<file path="src/rtl/note_acceptor_pkg.sv">
// Shared definitions for the note acceptor and the vending machine that consumes its cash codes.
// Latency: n/a (types and constants only).
// Backpressure: n/a.
package note_acceptor_pkg;

  // Cash codes presented to the vending machine; 2'b11 is never driven.
  localparam logic [1:0] NONE = 2'b00;
  localparam logic [1:0] RS10 = 2'b01;
  localparam logic [1:0] RS20 = 2'b10;

  // Acceptor FSM states.
  typedef enum logic [2:0] {
    ST_IDLE  = 3'd0,
    ST_HIGH  = 3'd1,
    ST_GAP   = 3'd2,
    ST_EMIT  = 3'd3,
    ST_FAULT = 3'd4
  } state_e;

  // Pulse counter of a train saturates here; anything above 2 is rejected anyway.
  localparam int         PCNT_W   = 3;
  localparam logic [2:0] PCNT_MAX = 3'd7;

  function automatic logic [PCNT_W-1:0] pcnt_inc(input logic [PCNT_W-1:0] c);
    return (c == PCNT_MAX) ? c : c + 3'd1;
  endfunction

endpackage

</file>
<file path="src/rtl/note_acceptor_debounce.sv">
// Synchronizes the raw validator line into clk and filters it into a clean level.
// Latency: a held raw edge reaches clean_o exactly SYNC_STAGES+DEBOUNCE_CYC cycles later.
// Backpressure: none; the clean level is continuously valid and never stalls.
module pulse_debounce #(
  parameter int SYNC_STAGES  = 2,
  parameter int DEBOUNCE_CYC = 4
) (
  input  logic clk,
  input  logic rst,
  input  logic pulse_i,
  output logic clean_o
);

  localparam int            CW      = $clog2(DEBOUNCE_CYC + 1);
  localparam logic [CW-1:0] DB_LAST = CW'(DEBOUNCE_CYC - 1);

  logic [SYNC_STAGES-1:0] sync_q;
  logic [CW-1:0]          cnt_q, cnt_d;
  logic                   clean_q, clean_d;
  logic                   synced;

  assign synced  = sync_q[SYNC_STAGES-1];
  assign clean_o = clean_q;

  // Shift the asynchronous line through the synchronizer chain.
  always_ff @(posedge clk or posedge rst) begin
    if (rst) begin
      sync_q <= '0;
    end else begin
      sync_q[0] <= pulse_i;
      for (int i = 1; i < SYNC_STAGES; i++) begin
        sync_q[i] <= sync_q[i-1];
      end
    end
  end

  // Count consecutive cycles the synchronized value disagrees with the clean level;
  // any agreeing cycle restarts the count, so short glitches never flip the level.
  always_comb begin
    cnt_d   = '0;
    clean_d = clean_q;
    if (synced != clean_q) begin
      if (cnt_q == DB_LAST) begin
        clean_d = synced;
      end else begin
        cnt_d = cnt_q + CW'(1);
      end
    end
  end

  // Debounce counter and clean level registers.
  always_ff @(posedge clk or posedge rst) begin
    if (rst) begin
      cnt_q   <= '0;
      clean_q <= 1'b0;
    end else begin
      cnt_q   <= cnt_d;
      clean_q <= clean_d;
    end
  end

endmodule

</file>
<file path="src/rtl/note_acceptor.sv">
// Decodes validator pulse trains into a one-cycle cash code or reject strobe.
// Latency: result appears GAP_CYC cycles after the clean fall of the last pulse, for one cycle.
// Backpressure: none; cash/reject are single-cycle strobes with no handshake and are not held.
module note_acceptor
  import note_acceptor_pkg::*;
#(
  parameter int SYNC_STAGES   = 2,
  parameter int DEBOUNCE_CYC  = 4,
  parameter int GAP_CYC       = 20,
  parameter int MAX_PULSE_CYC = 40
) (
  input  logic       clk,
  input  logic       rst,
  input  logic       pulse_in,
  input  logic       inhibit,
  output logic [1:0] cash,
  output logic       reject,
  output logic       busy,
  output logic       fault
);

  // One shared timer counts clean-high cycles in HIGH and clean-low cycles in GAP/FAULT.
  localparam int            TMAX     = (GAP_CYC > MAX_PULSE_CYC) ? GAP_CYC : MAX_PULSE_CYC;
  localparam int            TW       = $clog2(TMAX + 1);
  localparam logic [TW-1:0] GAP_LIM  = TW'(GAP_CYC);
  localparam logic [TW-1:0] HIGH_LIM = TW'(MAX_PULSE_CYC);

  state_e              state_q, state_d;
  logic [PCNT_W-1:0]   pcnt_q, pcnt_d;
  logic                inh_q, inh_d;
  logic [TW-1:0]       timer_q, timer_d;
  logic [TW-1:0]       timer_inc;
  logic                clean;

  pulse_debounce #(
    .SYNC_STAGES (SYNC_STAGES),
    .DEBOUNCE_CYC(DEBOUNCE_CYC)
  ) u_debounce (
    .clk    (clk),
    .rst    (rst),
    .pulse_i(pulse_in),
    .clean_o(clean)
  );

  // Saturating increment keeps the timer from ever wrapping.
  assign timer_inc = (timer_q == {TW{1'b1}}) ? timer_q : timer_q + TW'(1);

  // Next-state logic. States are entered on the cycle after the clean level changes,
  // so the timer is preloaded with 1 to account for the cycle already elapsed.
  always_comb begin
    state_d = state_q;
    pcnt_d  = pcnt_q;
    inh_d   = inh_q;
    timer_d = timer_q;
    unique case (state_q)
      ST_IDLE: begin
        timer_d = '0;
        if (clean) begin
          state_d = ST_HIGH;
          pcnt_d  = PCNT_W'(1);
          inh_d   = inhibit;
          timer_d = TW'(1);
        end
      end
      ST_HIGH: begin
        if (!clean) begin
          state_d = ST_GAP;
          timer_d = TW'(1);
        end else if (timer_inc >= HIGH_LIM) begin
          state_d = ST_FAULT;
          timer_d = '0;
        end else begin
          timer_d = timer_inc;
        end
      end
      ST_GAP: begin
        if (clean) begin
          state_d = ST_HIGH;
          pcnt_d  = pcnt_inc(pcnt_q);
          timer_d = TW'(1);
        end else if (timer_inc >= GAP_LIM) begin
          state_d = ST_EMIT;
          timer_d = '0;
        end else begin
          timer_d = timer_inc;
        end
      end
      ST_EMIT: begin
        state_d = ST_IDLE;
        pcnt_d  = '0;
        inh_d   = 1'b0;
        timer_d = '0;
      end
      ST_FAULT: begin
        if (clean) begin
          timer_d = '0;
        end else if (timer_inc >= GAP_LIM) begin
          state_d = ST_IDLE;
          pcnt_d  = '0;
          inh_d   = 1'b0;
          timer_d = '0;
        end else begin
          timer_d = timer_inc;
        end
      end
      default: begin
        state_d = ST_IDLE;
        pcnt_d  = '0;
        inh_d   = 1'b0;
        timer_d = '0;
      end
    endcase
  end

  // FSM, pulse count, latched inhibit and timer registers.
  always_ff @(posedge clk or posedge rst) begin
    if (rst) begin
      state_q <= ST_IDLE;
      pcnt_q  <= '0;
      inh_q   <= 1'b0;
      timer_q <= '0;
    end else begin
      state_q <= state_d;
      pcnt_q  <= pcnt_d;
      inh_q   <= inh_d;
      timer_q <= timer_d;
    end
  end

  // Outputs decode from registered state only; cash and reject are mutually exclusive.
  always_comb begin
    cash   = NONE;
    reject = 1'b0;
    if (state_q == ST_EMIT) begin
      if (!inh_q && pcnt_q == PCNT_W'(1)) begin
        cash = RS10;
      end else if (!inh_q && pcnt_q == PCNT_W'(2)) begin
        cash = RS20;
      end else begin
        reject = 1'b1;
      end
    end
  end

  assign busy  = (state_q != ST_IDLE);
  assign fault = (state_q == ST_FAULT);

endmodule

</file>
<file path="config.mk">
export PLATFORM = sky130hd
export DESIGN_NAME = note_acceptor
export DESIGN_NICKNAME = d
export VERILOG_FILES = /design/src/rtl/note_acceptor_pkg.sv /design/src/rtl/note_acceptor_debounce.sv /design/src/rtl/note_acceptor.sv
export SDC_FILE = /design/constraint.sdc
export NUM_CORES = 1
export LEC_CHECK = 0
export CORE_MARGIN = 5
export CORE_UTILIZATION = 62
export DETAILED_ROUTE_END_ITERATION = 8
export PLACE_DENSITY_LB_ADDON = 0.2
export SLEW_MARGIN = 20
export SYNTH_ARGS = -nofsm -noshare
export SYNTH_HDL_FRONTEND = slang
export SYNTH_SLANG_ARGS = --single-unit
</file>
<file path="constraint.sdc">
create_clock -name clk -period 3.4 [get_ports clk]
set_input_delay 0.68 -clock clk [delete_from_list [all_inputs] [get_ports clk]]
set_output_delay 0.68 -clock clk [all_outputs]
set_load 0.005 [all_outputs]
</file>
==> reports/metrics.csv <==
metric,value,unit
final_nets,156,
synth-edff-count,0,
cts-root-buf,clkbuf_4,
dr.pass1.iters,4,
start_util,64.6,%
final_layout_size_suffix_gt1_share,8.97,%
hold_path_class,reg -> reg,
ant_nets,0,
ys.flop_type,dfrtp_1,
syn_avg_cell_area,9.05,sq um
antenna_found_initial,0,
critPathKind,reg -> out,
reg2reg_setup_slack,1190,ps
power.leakage,0.590,nW
timing.fmax,351,MHz
syn_inst,140,
dp_hpwl,1.86,mm
ys_warn_count,0,
finish.utilization,70.2,%
synth_seq_cells,19,
dpl.cell_count,168,
finalHoldViolations,0,
die_w,55.2,um
die_height,55.2,um
skew,12.2,ps
power-per-cell-area,741,nW/um^2
seq_area_frac_synth,37.5,%
whs,414,ps
tightest_slew,708,ps
area_delta_synth_final,8.59,%
setup_tns,0,ps
maxCapViolations,0,
hold_buffers,0,
io_pins,9,
hp-start,u_debounce.sync_q[0],
rsz0062_at_grt,no,
track_usage,16.9,%
wl,2.52,mm
final_cells,172,
hold_end,u_debounce.sync_q[1],
clk_path_buf_depth,2,
path_max_fanout,12,
gp_congestion,0.855,
drv_slew,0,
end_kind,primary output,
overflow,0,
ctsResizeCount,0,
antennaDiodeCount,0,
numPortBuffers,8,
reg2reg_from,timer_q[0],
path_cells,nor2b_1 > nand3_1 > nor3b_1 > clkdlybuf4s50_1,
initialDrtViolationCount,14,
arrival,2170,ps
hold_depth,0,
grt_pass1_vias,958,
relSlewSlack,52.7,%
h-tree-depth,1,
numCtsBuffers,3,
cts_sinks,19,
yosys-top-cells-area,"dfrtp_1, ha_1, nand2_1, nor2_1, mux2_4",
worst_ep_required_time,2720,ps
synth_nets,150,
status,"finished, final reports clean",
cts_tree,built,
fin_crit,2850,ps
critPathLaunchType,flip-flop,
grt_pass1_wl,4.22,mm
yosysTopAreaCell,dfrtp_1,
synth_area,1270,sq um
clk-insertion-delay-late,310,ps
reg2reg_to,pcnt_q[1],
async_flop_share,100,%
grt_max_degree,20,
drc,0,
rr_worst_depth,6,
cts_setup_buffers,0,
fin_crit_sh,83.7,%
core_area,1960,sq um
clk_pin_slew,120,ps
rows,16,
vias,1016,
synth_top_area_share,37.5,%
die_area,3050,sq um
ir_drop,629,uV
cp_num_buf_inv,1,
slowest_delay,550,ps
critPathTopFamily,simple AND/OR/NAND/NOR gates,
wl_per_cell,14.6,um
cpMaxStageDelayCell,dfrtp_1,
synth_cell_types,37,
setup_violations,0,
drt-vias-per-instance,5.91,
cell type report:
type / count / area [sq um]
fill: 165 / 586
tap: 27 / 33.8
timing repair buffer: 8 / 80.1
clock buffer: 3 / 22.5
multi-input combinational: 105 / 723
sequential: 19 / 475
clock inverter: 1 / 7.51
inverter: 9 / 33.8
cell usage in the layout (no fill, tap or decap), types with 2 or more instances in the layout:
master            n
nand3_1           7
inv_1             9
a21oi_1           8
clkdlybuf4s50_1   8
xnor2_1           3
mux2_4            3
nor3_1            6
ha_1              6
and3_1            3
o21ai_0           8
nand2b_1          4
a21o_1            2
clkbuf_4          3
xor2_1            2
nor2b_1           4
a31oi_1           5
nor2_1           13
nand2_1          13
dfrtp_1          19
nor3b_1           2
synth_stat cells, types with 2 or more instances:
cell / instances
nor2b_1: 4
ha_1: 6
nor2_1: 13
xnor2_1: 3
dfrtp_1: 19
and3_1: 3
clkbuf_1: 2
buf_2: 4
nand3_1: 7
o21ai_0: 8
xor2_1: 2
a21oi_1: 8
inv_1: 9
a21o_1: 2
nand2b_1: 4
mux2_4: 3
nand2_1: 13
a31oi_1: 5
nor3_1: 6
nor3b_1: 2
logic make-up (layout without fill, tap and decap cells):
group                      count (synthesis)  after routing  synth area share (%)
muxes                                      4              4                  4.34
AOI/OAI and AO/OA                         32             32                  17.5
DFF                                       19             19                  37.5
and+or+nand+nor                           58             58                  25.9
adders and majority gates                  6              6                  5.92
xor gates and xnor gates                   5              5                  3.46
buffers and inverters                     16             21                  5.43
worst max-delay path by stage:
stage / from / end / slack [ps] / depth (start not counted)
3_5_place_dp: state_q[0] / cash[1] / 940 / 4
5_1_grt: state_q[0] / cash[1] / 380 / 4
6_report: state_q[0] / cash[1] / 550 / 4
2_1_floorplan: timer_q[0] / pcnt_q[0] / 1490 / 7
4_1_cts: state_q[0] / cash[1] / 560 / 4
3_3_place_gp: state_q[0] / cash[1] / 1020 / 4
routing by layer:
layer  global-route usage, %  part of all wire, %  vias up
met2                    28.7                   50       22
met5                       0                    0        -
met4                    7.64                  1.5        0
li1                        -                    -      500
met3                    2.56                  3.0        5
met1                    21.1                   45      489
flip-flops by register name, indices dropped and copies added (netlist names):
register            count
timer_q                 6
pcnt_q                  3
state_q                 3
u_debounce.cnt_q        3
u_debounce.sync_q       2
inh_q                   1
u_debounce.clean_o      1
per-stage QoR:
step                      power [mW]  setup slack [ps]  area, sq um
after detailed placement       0.896               942         1350
after global routing            1.10               382         1380
final                           1.02               553         1380
after CTS                       1.02               564         1380
after floorplan                0.773              1490         1270
after global placement         0.876              1020         1350
power breakdown:
part	switching, mW	leakage (nW)	total (mW)	internal, mW
Clock	0.0774	0.0139	0.122	0.0449
Combinational	0.246	0.330	0.489	0.243
Sequential	0.122	0.246	0.408	0.286
Note: power is estimated with default switching activity, not from simulation.
